==> src/rtl/lab1_imul_set_bit_scanner.sv <==
// lab1_imul_set_bit_scanner
// Multi-cycle set-bit scanner for the iterative multiplier. Accepts one
// operand over a val/rdy handshake and emits each set bit LSB first, one
// record per cycle, carrying the absolute position and the shift distance
// from the previously emitted set bit. A zero operand yields a single
// marker record with out_empty=1.
//
// Optional feature: define LAB1_IMUL_SET_BIT_SCANNER_OVERLAP_EN to accept
// the next operand on the same edge as the final record of the current
// one, removing the idle bubble between operands.

module lab1_imul_set_bit_scanner #(
  parameter  int unsigned p_nbits = 32,
  localparam int unsigned p_pbits = $clog2(p_nbits)
) (
  input  logic               clk,
  input  logic               reset,

  input  logic               in_val,
  output logic               in_rdy,
  input  logic [p_nbits-1:0] in_msg,

  output logic               out_val,
  input  logic               out_rdy,
  output logic [p_pbits-1:0] out_pos,
  output logic [p_pbits-1:0] out_delta,
  output logic               out_last,
  output logic               out_empty
);

  typedef enum logic [0:0] {
    IDLE = 1'b0,
    EMIT = 1'b1
  } state_e;

  state_e               r_state;
  logic [p_nbits-1:0]   r_residue;
  logic [p_pbits-1:0]   r_prev_pos;
  logic                 r_zero_flag;

  state_e               w_state_nxt;
  logic [p_nbits-1:0]   w_residue_nxt;
  logic [p_pbits-1:0]   w_prev_pos_nxt;
  logic                 w_zero_flag_nxt;

  logic [p_pbits-1:0]   w_low_pos;
  logic                 w_found;
  logic [p_nbits-1:0]   w_residue_m1;
  logic [p_nbits-1:0]   w_residue_drop;
  logic                 w_last;
  logic                 w_in_rdy;
  logic                 w_out_val;
  logic                 w_in_go;
  logic                 w_out_go;

  // Priority encoder: index of the lowest set bit of the residue (0 if none).
  always_comb begin
    w_low_pos = '0;
    w_found   = 1'b0;
    for (int unsigned i = 0; i < p_nbits; i++) begin
      if (!w_found && r_residue[i]) begin
        w_low_pos = p_pbits'(i);
        w_found   = 1'b1;
      end
    end
  end

  // x & (x-1) drops the lowest set bit; a zero result means at most one bit was set.
  always_comb begin
    w_residue_m1   = r_residue - p_nbits'(1);
    w_residue_drop = r_residue & w_residue_m1;
    w_last         = (w_residue_drop == '0);
  end

  // Handshake qualifiers; both ready and valid are forced low during reset.
  always_comb begin
    w_out_val = 1'b0;
    w_in_rdy  = 1'b0;
    if (!reset) begin
      case (r_state)
        IDLE: w_in_rdy = 1'b1;
        EMIT: begin
          w_out_val = 1'b1;
`ifdef LAB1_IMUL_SET_BIT_SCANNER_OVERLAP_EN
          w_in_rdy  = out_rdy && w_last;
`else
          w_in_rdy  = 1'b0;
`endif
        end
        default: begin
          w_out_val = 1'b0;
          w_in_rdy  = 1'b0;
        end
      endcase
    end
    w_in_go  = in_val && w_in_rdy;
    w_out_go = w_out_val && out_rdy;
  end

  // Next-state and datapath update logic.
  always_comb begin
    w_state_nxt     = r_state;
    w_residue_nxt   = r_residue;
    w_prev_pos_nxt  = r_prev_pos;
    w_zero_flag_nxt = r_zero_flag;
    case (r_state)
      IDLE: begin
        if (w_in_go) begin
          w_residue_nxt   = in_msg;
          w_prev_pos_nxt  = '0;
          w_zero_flag_nxt = (in_msg == '0);
          w_state_nxt     = EMIT;
        end
      end
      EMIT: begin
        if (w_out_go) begin
          w_residue_nxt  = w_residue_drop;
          w_prev_pos_nxt = w_low_pos;
          if (w_last) begin
            w_state_nxt = IDLE;
          end
        end
        // A new operand can only land here together with the final record.
        if (w_in_go) begin
          w_residue_nxt   = in_msg;
          w_prev_pos_nxt  = '0;
          w_zero_flag_nxt = (in_msg == '0);
          w_state_nxt     = EMIT;
        end
      end
      default: begin
        w_state_nxt = IDLE;
      end
    endcase
  end

  // State register with synchronous active-high reset.
  always_ff @(posedge clk) begin
    if (reset) begin
      r_state     <= IDLE;
      r_residue   <= '0;
      r_prev_pos  <= '0;
      r_zero_flag <= 1'b0;
    end else begin
      r_state     <= w_state_nxt;
      r_residue   <= w_residue_nxt;
      r_prev_pos  <= w_prev_pos_nxt;
      r_zero_flag <= w_zero_flag_nxt;
    end
  end

  // Record fields, zeroed whenever no record is presented.
  always_comb begin
    in_rdy    = w_in_rdy;
    out_val   = w_out_val;
    out_pos   = '0;
    out_delta = '0;
    out_last  = 1'b0;
    out_empty = 1'b0;
    if (w_out_val) begin
      out_pos   = w_low_pos;
      out_delta = w_low_pos - r_prev_pos;
      out_last  = w_last;
      out_empty = r_zero_flag;
    end
  end

endmodule

==> config.mk <==
export PLATFORM = sky130hd
export DESIGN_NAME = lab1_imul_set_bit_scanner
export DESIGN_NICKNAME = d
export VERILOG_FILES = /design/src/rtl/lab1_imul_set_bit_scanner.sv
export SDC_FILE = /design/constraint.sdc
export NUM_CORES = 1
export LEC_CHECK = 0
export CAP_MARGIN = 5
export CORE_ASPECT_RATIO = 1.2
export CORE_MARGIN = 2
export CORE_UTILIZATION = 53
export CTS_BUF_LIST = sky130_fd_sc_hd__clkbuf_16
export DETAILED_ROUTE_END_ITERATION = 12
export GPL_ROUTABILITY_DRIVEN = 0
export HOLD_SLACK_MARGIN = 0.06
export PLACE_DENSITY_LB_ADDON = 0.25
export REMOVE_ABC_BUFFERS = 1
export SYNTH_ARGS = -nofsm -noshare
export SYNTH_HDL_FRONTEND = slang
export SYNTH_SLANG_ARGS = --single-unit
==> constraint.sdc <==
create_clock -name clk -period 5 [get_ports clk]
set_input_delay 0.75 -clock clk [delete_from_list [all_inputs] [get_ports clk]]
set_output_delay 0.75 -clock clk [all_outputs]
set_load 0.02 [all_outputs]
==> results.txt, run 1 <==
The flow ran to the end, and the final reports show no timing, DRC or antenna violations. The worst setup path is captured at a primary output. After filler insertion, the fill cell instance count of the layout stands at 451. The peak clock frequency supported by timing came out at ~210 MHz. The number of global-route vias before repair was 2833.

The commonest cells after synthesis are sky130_fd_sc_hd__nor2_1 (65), sky130_fd_sc_hd__dfxtp_1 (39), sky130_fd_sc_hd__a21oi_1 (31). The post-route clock period utilization came out at between 90% and 100%. Of the cells placed in the final design, the portion with a size suffix greater than 1 is approximately 8.5%.

The residual overflow from global routing is 0. The gate count after technology mapping is approximately 380. The detailed router finished its first iteration with ~340 violations. Setup repair after global routing left no endpoint under its margin. TritonCTS built the clock tree. The placed instance count is 476.

The critical path starts at r_residue[0]. Setup violations remaining at the end of the flow were counted as 0. The maximum fanout along the worst path is 8. The number of sinks driven by the clock tree is 39. The clock-pin slew on the worst setup and hold paths came out at 0.06 ns.

The buffer cell driving the clock tree root is sky130_fd_sc_hd__clkbuf_16. The endpoint identified for the worst register-to-register timing path is r_state. In this run the number of H-tree levels came out at 2. The HPWL after detailed placement is a little under 6000 um. The count of placed standard cells in the final layout, fillers left out is 485. The initial standard-cell utilization of the core came out at 55.4%.

In this run the worst setup path terminates at out_delta[1]. The number of max-cap violations came out at 0. The total iterations of the first detailed-routing run is 5. The count of antenna diodes in the layout is 0. The top cell type's share of synthesized area is 28.3%.

The least setup slack across all paths after layout came out at between 0.3 and 0.4 ns. The total via count after detailed routing is roughly 3100. The register bit count reported by yosys is 39. The setup check on the worst reg-to-reg path leaves a slack of 2.06 ns. The total leakage power is between 1 and 1.5 nW.

The number of nets with antenna violations after detailed routing came out at 0. The net count reported at finish came out at 465. The worst setup path is of the reg -> out kind. In the synthesized netlist the async set-or-reset flop fraction comes to 0%.

The first global-routing pass estimated 13500 um of wire. The global routing usage summed across all routing layers came out at 28.5%. The start of the worst register-to-register path is r_residue[0].

The floorplan row count came out at 28. At the pin with the least slew margin, the transition time is 0.892 ns. For this design the ratio of total power to cell area is 319 nW/um^2. The number of max-slew violations in the final report came to 0. The maximum number of pins on one net before global-route repair came out at 45. The via-per-instance ratio came out at 6.47. The average cell area after synthesis is 7.20 sq um.

sky130_fd_sc_hd__nor2_1 is the most common cell in the netlist. The count of unresolved DRC violations after routing came out at 0. In this run the horizontal extent of the chip is between 60 and 70 um. The area of the die is 5800 sq um.

The routed design could run at a clock period as short as 4.69 ns. The post-synthesis cell type with the largest combined area is sky130_fd_sc_hd__dfxtp_1. In this run the vertical extent of the chip is 83 um.

The number of antenna violations at the first check in global routing came out at 0. In the final routed layout, each cell accounts on average for 17.0 um. Timing analysis after detailed placement gives a worst setup slack of ~0.18 ns.

The buffer depth of the longest clock path came out at 2. The worst setup path is launched from a flip-flop. The required time of the worst setup path is 4.25 ns. The maximum clock skew at final layout is 0.00327 ns. Among all flip-flop cells after synthesis, the most frequent one is sky130_fd_sc_hd__dfxtp_1. Sorting the synthesized cells by area gives the leading types as sky130_fd_sc_hd__dfxtp_1 (28%), sky130_fd_sc_hd__nor2_1 (8.9%), sky130_fd_sc_hd__a21oi_1 (5.6%). The count of distinct cell types in the synthesized netlist is 56. The post-layout utilization of the core is 69.5%.

The cell depth of the worst flop-to-flop path came out at 7. The total count of hold-check failures in the final report is 0. The setup TNS came out at 0 ns. The synthesized design contains 0 enable-type register cells. The arrival time reported for the critical path endpoint came out at ~3.9 ns.

The worst supply voltage drop on vdd is about 0.18 mV. The total routed wirelength came out at just over 8000 um. The clock latency at the later pin of the worst-skew pair is approximately 0.28 ns. The total standard cell area after synthesis is 2760 sq um.

The placeable core region came out at 4970 sq um. The worst max-slew margin expressed relative to the limit came out at 40.3%. During placement, the flow inserted port buffers numbering 49.

The top-level port count is 50. The share of the yosys chip area belonging to registers came out at 28.3%. For this design, the CTS-stage hold fixing added 0 buffers. The number of warnings printed during yosys synthesis came out at 0. The number of CTS-inserted buffers came out at 5. The relative area change from synthesis to final layout is 25.5%.

The tightest min-delay check is of the reg -> reg type.
[layer usage]
layer	wire length [um]	up-vias	GRT usage (%)
li1	-	1488	-
met5	0	-	0
met1	3370	1463	36.3
met2	4030	160	47.0
met4	227	0	12.1
met3	629	25	4.98
[worst max-delay path, cell delays in order (launching register included)]
cell                              delay [ns]
sky130_fd_sc_hd__dfxtp_1                0.37
sky130_fd_sc_hd__or4_4                  0.60
sky130_fd_sc_hd__nor3_4                 0.37
sky130_fd_sc_hd__nand2_1                0.14
sky130_fd_sc_hd__o31ai_2                0.34
sky130_fd_sc_hd__nor3_1                 0.10
sky130_fd_sc_hd__or3_1                  0.38
sky130_fd_sc_hd__ha_1                   0.18
sky130_fd_sc_hd__inv_1                  0.08
sky130_fd_sc_hd__fa_1                   0.40
sky130_fd_sc_hd__and2_1                 0.14
sky130_fd_sc_hd__clkdlybuf4s50_1        0.53
[sequential cells by signal, indices dropped and copies added, names as in the netlist]
signal	flops
r_residue	32
r_prev_pos	5
r_state	1
r_zero_flag	1
[per-stage QoR]
| step | area [sq um] | hold WS (ns) | power (W) |
|---|---|---|---|
| after floorplan | 2640 | 0.464 | 0.000636 |
| after global placement | 3290 | 0.480 | 0.000784 |
| after detailed placement | 3290 | 0.494 | 0.000792 |
| after CTS | 3460 | 0.503 | 0.00110 |
| after global routing | 3460 | 0.520 | 0.00116 |
| final | 3460 | 0.497 | 0.00110 |
[what timing repair did]
| action | CTS | global route |
|---|---|---|
| pin swaps | 1 | 0 |
| resized for setup | 5 | 3 |
| endpoints found under the setup margin | 1 | 1 |
| setup buffers | 1 | 0 |
[report_power, final]
part	internal, W	switching, W
registers	0.000328	0.0000248
clock network	0.000179	0.000120
logic	0.000200	0.000252
total	0.000708	0.000396
[cell type report]
type | count | area (sq um) | area share (%)
clock inverters | 3 | 11.3 | 0.326
flip-flops and latches | 39 | 781 | 22.6
clock buffers | 5 | 125 | 3.62
repair buffers | 61 | 576 | 16.6
inverters | 15 | 56.3 | 1.63
multi-input cells | 302 | 1830 | 53.0
well taps | 60 | 75.1 | 2.17
[how the worst min path moves through the flow]
stage | to | startpoint | slack [ns] | cells after the start
floorplan | r_prev_pos[0] | r_prev_pos[0] | 0.46 | 2
global placement | r_prev_pos[3] | r_prev_pos[3] | 0.48 | 2
detailed placement | r_prev_pos[2] | r_prev_pos[2] | 0.49 | 2
CTS | r_prev_pos[2] | r_prev_pos[2] | 0.50 | 2
global route | r_prev_pos[2] | r_prev_pos[2] | 0.52 | 2
finish | r_prev_pos[2] | r_prev_pos[2] | 0.50 | 2
[placed cells by master (no fill, tap or decap), drive strengths merged, types with 2 or more instances in the layout]
cell	instances
or4	5
and2	5
nor3b	3
xnor2	2
nor4	21
clkdlybuf4s50	48
a22oi	20
and3	3
o211ai	2
o31ai	4
nor3	9
nand2b	5
nor2b	3
clkinv	2
a2bb2oi	3
o21ai	22
o21a	6
o31a	2
o2111ai	2
nand3	5
a21oi	31
nor2	65
nand2	29
xor2	2
a2111o	2
or2	4
dfxtp	39
inv	16
o22ai	6
nand4	6
a21o	8
buf	12
nand3b	2
or3	2
clkbuf	6
a31oi	3
ha	4
maj3	3
[logic make-up (layout without fill, tap and decap cells)]
logic type | after synthesis | after routing | share of synthesized area (%)
AND/OR/NAND/NOR | 170 | 170 | 31.9
multiplexers | 1 | 1 | 0.363
XOR/XNOR | 4 | 4 | 1.27
buffers and inverters | 42 | 84 | 6.26
flip-flops | 39 | 39 | 28.3
AO/OA/AOI/OAI | 119 | 119 | 28.2
adder cells (fa/ha/maj) | 8 | 8 | 3.68
(Power assumes the default switching activity.)
==> run 2, diff against run 1 <==
--- a/config.mk
+++ b/config.mk
@@ -8,7 +8,7 @@
 export CAP_MARGIN = 5
 export CORE_ASPECT_RATIO = 1.2
 export CORE_MARGIN = 2
-export CORE_UTILIZATION = 53
+export CORE_UTILIZATION = 50
 export CTS_BUF_LIST = sky130_fd_sc_hd__clkbuf_16
 export DETAILED_ROUTE_END_ITERATION = 12
 export GPL_ROUTABILITY_DRIVEN = 0
==> results.txt, run 2 (synthesis results as in run 1) <==
The run finished with clean final reports. The fraction of layout cells with a size suffix above 1 is 8.22% (-0.25 points). The relative area change from synthesis to final layout is 25.9%.

The initial standard-cell utilization of the core was 52.0% (-3.4 points). The sort of element at the end of the critical path is a primary output. The number of nets with antenna violations after detailed routing came to 0 (unchanged).

The wire length of the first global-routing pass is 13500 um (-0.25%). The number of DRC markers in iteration 0 is 211 (-37%). The count of endpoints failing setup in the final report is 0 (unchanged). The die span in y is 85.3 um (+2.8%). The part of the power in registers is 31.6% (-0.4 points). The total count of hold-check failures in the final report came out at 0 (unchanged). The residual overflow from global routing is 0 (unchanged). The arrival time reported for the critical path endpoint is 4.03 ns (+0.09 ns).

The via-per-instance ratio came out at 6.29 (-2.7%). The maximum number of pins on one net before global-route repair is 45 (unchanged). The global routing usage summed across all routing layers was 27.7% (-0.81 points). The worst setup path is launched from a flip-flop. The area of the die came out at 6130 sq um (+5.7%).

The flip-flop count of the largest register after layout is 32 (unchanged). The proportion of total power due to net switching was 36.1% (+0.17 points). The peak clock frequency supported by timing came out at 209 MHz (-1.9%). Leaving out fill and tap cells, the most frequent cells in the layout are sky130_fd_sc_hd__nor2_1 (64), sky130_fd_sc_hd__clkdlybuf4s50_1 (48), sky130_fd_sc_hd__dfxtp_1 (39), sky130_fd_sc_hd__a21oi_1 (31), sky130_fd_sc_hd__nand2_1 (29). The number of inserted filler cells in the final layout came out at 464 (+2.9%).

The number of levels in the clock H-tree is 2 (unchanged). The multi-input logic area is 1830 sq um (-0.34%). The maximum fanout along the worst path came out at 8 (unchanged). The top-level port count was 50 (unchanged). The largest registers in the layout are r_residue: 32 flops, r_prev_pos: 5 flops. The placeable core region is 5300 sq um (+6.5%). The per-cell routed wire length is 16.8 um (-1.5%).

The clock latency at the later pin of the worst-skew pair came to 0.29 ns (about the same). The count of placed standard cells in the final layout, fillers left out came out at 488 (+0.62%). The required time of the worst setup path is 4.25 ns (about the same).

The combinational group share of total power came out at 40.9% (about the same). The critical path is of the reg -> out type. TritonCTS built the clock tree. The die width is 71.8 um (+2.8%). The post-route clock period utilization is 95.6% (+1.8 points). The final period demand of the worst path came to 4.78 ns (+0.0909 ns). The pin slew with the least headroom to its limit came to 0.897 ns (+0.00508 ns). The buffer depth of the longest clock path is 2 (unchanged). The total chip power came out at 0.00111 W (+0.81%). The number of global-route vias before repair is 2862 (+1.0%).

The number of CTS-inserted buffers came to 5 (unchanged). The power share of the clock group is 27.5% (+0.4 points). The setup TNS was 0 ns (unchanged). The number of max-slew violations in the final report is 0 (unchanged).

The number of I/O port buffers came out at 49 (unchanged). CTS placed an instance of sky130_fd_sc_hd__clkbuf_16 at the clock tree root. The total routed wirelength came out at 8180 um (-0.91%). The detailed placement HPWL is 5930 um (+1.4%). The worst hold path belongs to the class reg -> reg.

The number of antenna violations at the first check in global routing came out at 0 (unchanged). The placed instance count came out at 478 (+0.42%). The count of unresolved DRC violations after routing is 0 (unchanged). The number of max-cap violations is 0 (unchanged).

Leaving out fill and tap cells, the most frequent cell in the layout is sky130_fd_sc_hd__nor2_1. The total leakage power came out at 1.29 nW (+1.5%). The net count reported at finish came out at 466 (+0.22%). The number of sinks driven by the clock tree came to 39 (unchanged). The clock-pin slew on the worst setup and hold paths came out at 0.06 ns (about the same).

The floorplan row count is 29 (+3.6%). The total iterations of the first detailed-routing run is 5 (unchanged). The maximum clock skew at final layout was 0.00680 ns (+0.00353 ns). The count of antenna diodes in the layout came out at 0 (unchanged). The worst supply voltage drop on vdd came out at 0.149 mV (-16%). The internal power of the cells came to 0.000711 W (+0.55%). Setup repair after global routing left no endpoint under its margin. The footprint of the flip-flops and latches was 781 sq um (unchanged).

The top register by number of flip-flops is r_residue. The net load switching power came out at 0.000401 W (+1.3%). The power density of the placed cells came to 321 nW/um^2 (+0.49%). The worst max-slew margin expressed relative to the limit is 40.0% (-0.34 points). The total via count after detailed routing is 3071 (-2.1%).
run 2: path summary, 6_finish.rpt:
kind | end | depth (start not counted) | start | slack, ns
worst max register to register | r_state | 9 | r_residue[0] | 1.94
worst min register to register | r_prev_pos[2] | 2 | r_prev_pos[2] | 0.51
worst min-delay path | r_prev_pos[2] | 2 | r_prev_pos[2] | 0.51
worst max-delay path | out_delta[3] | 15 | r_residue[0] | 0.22
run 2: timing repair:
item | CTS | global route
endpoints found under the setup margin | 1 | 1
hold buffers | 0 | 0
pin swaps | 1 | 2
setup buffers | 2 | 0
endpoints found under the hold margin | 0 | 0
cloned | 0 | 0
resized for setup | 3 | 2
run 2: per-layer routing:
| metal | track usage, % | share of wire, % |
|---|---|---|
| met4 | 10.3 | 2.1 |
| met3 | 4.39 | 6.3 |
| met5 | 0 | 0 |
| met2 | 46.1 | 49 |
| met1 | 35.7 | 43 |
run 2: area by class of cell:
cell class | count | area share [%]
multi-input combinational | 302 | 52.7
clock buffer | 5 | 3.61
tap | 62 | 2.24
inverter | 15 | 1.62
timing repair buffer | 62 | 17.0
clock inverter | 3 | 0.325
sequential | 39 | 22.5
run 2: worst max-delay path, stage by stage, from the launching register on:
cell and delay (ns):
sky130_fd_sc_hd__dfxtp_1 0.38, sky130_fd_sc_hd__or4_4 0.61, sky130_fd_sc_hd__nor3_4 0.30, sky130_fd_sc_hd__buf_4 0.17, sky130_fd_sc_hd__buf_4 0.13, sky130_fd_sc_hd__buf_4 0.15, sky130_fd_sc_hd__nand4_1 0.16, sky130_fd_sc_hd__o22ai_1 0.24
sky130_fd_sc_hd__nor3_1 0.10, sky130_fd_sc_hd__inv_1 0.11, sky130_fd_sc_hd__ha_1 0.24, sky130_fd_sc_hd__a21o_1 0.19, sky130_fd_sc_hd__a21oi_1 0.17, sky130_fd_sc_hd__xor2_1 0.09, sky130_fd_sc_hd__nor2_1 0.09, sky130_fd_sc_hd__clkdlybuf4s50_1 0.61
run 2: per-stage QoR:
| step | utilization (%) | hold WS (ns) | setup slack (ns) | instance area [sq um] |
|---|---|---|---|---|
| floorplan | - | 0.464 | 0.688 | 2640 |
| global placement | 62.2 | 0.482 | 0.306 | 3290 |
| detailed placement | 62.2 | 0.490 | 0.180 | 3290 |
| CTS | 65.3 | 0.501 | 0.0176 | 3460 |
| global route | 65.5 | 0.529 | 0.0422 | 3470 |
| finish | 65.5 | 0.508 | 0.221 | 3470 |
run 2: power by group through the flow:
stage	Combinational (W)	Sequential, W	Clock, W
floorplan	0.000279	0.000357	0
global placement	0.000426	0.000356	0
detailed placement	0.000433	0.000358	0
CTS	0.000447	0.000351	0.000310
global route	0.000496	0.000355	0.000323
finish	0.000455	0.000352	0.000306
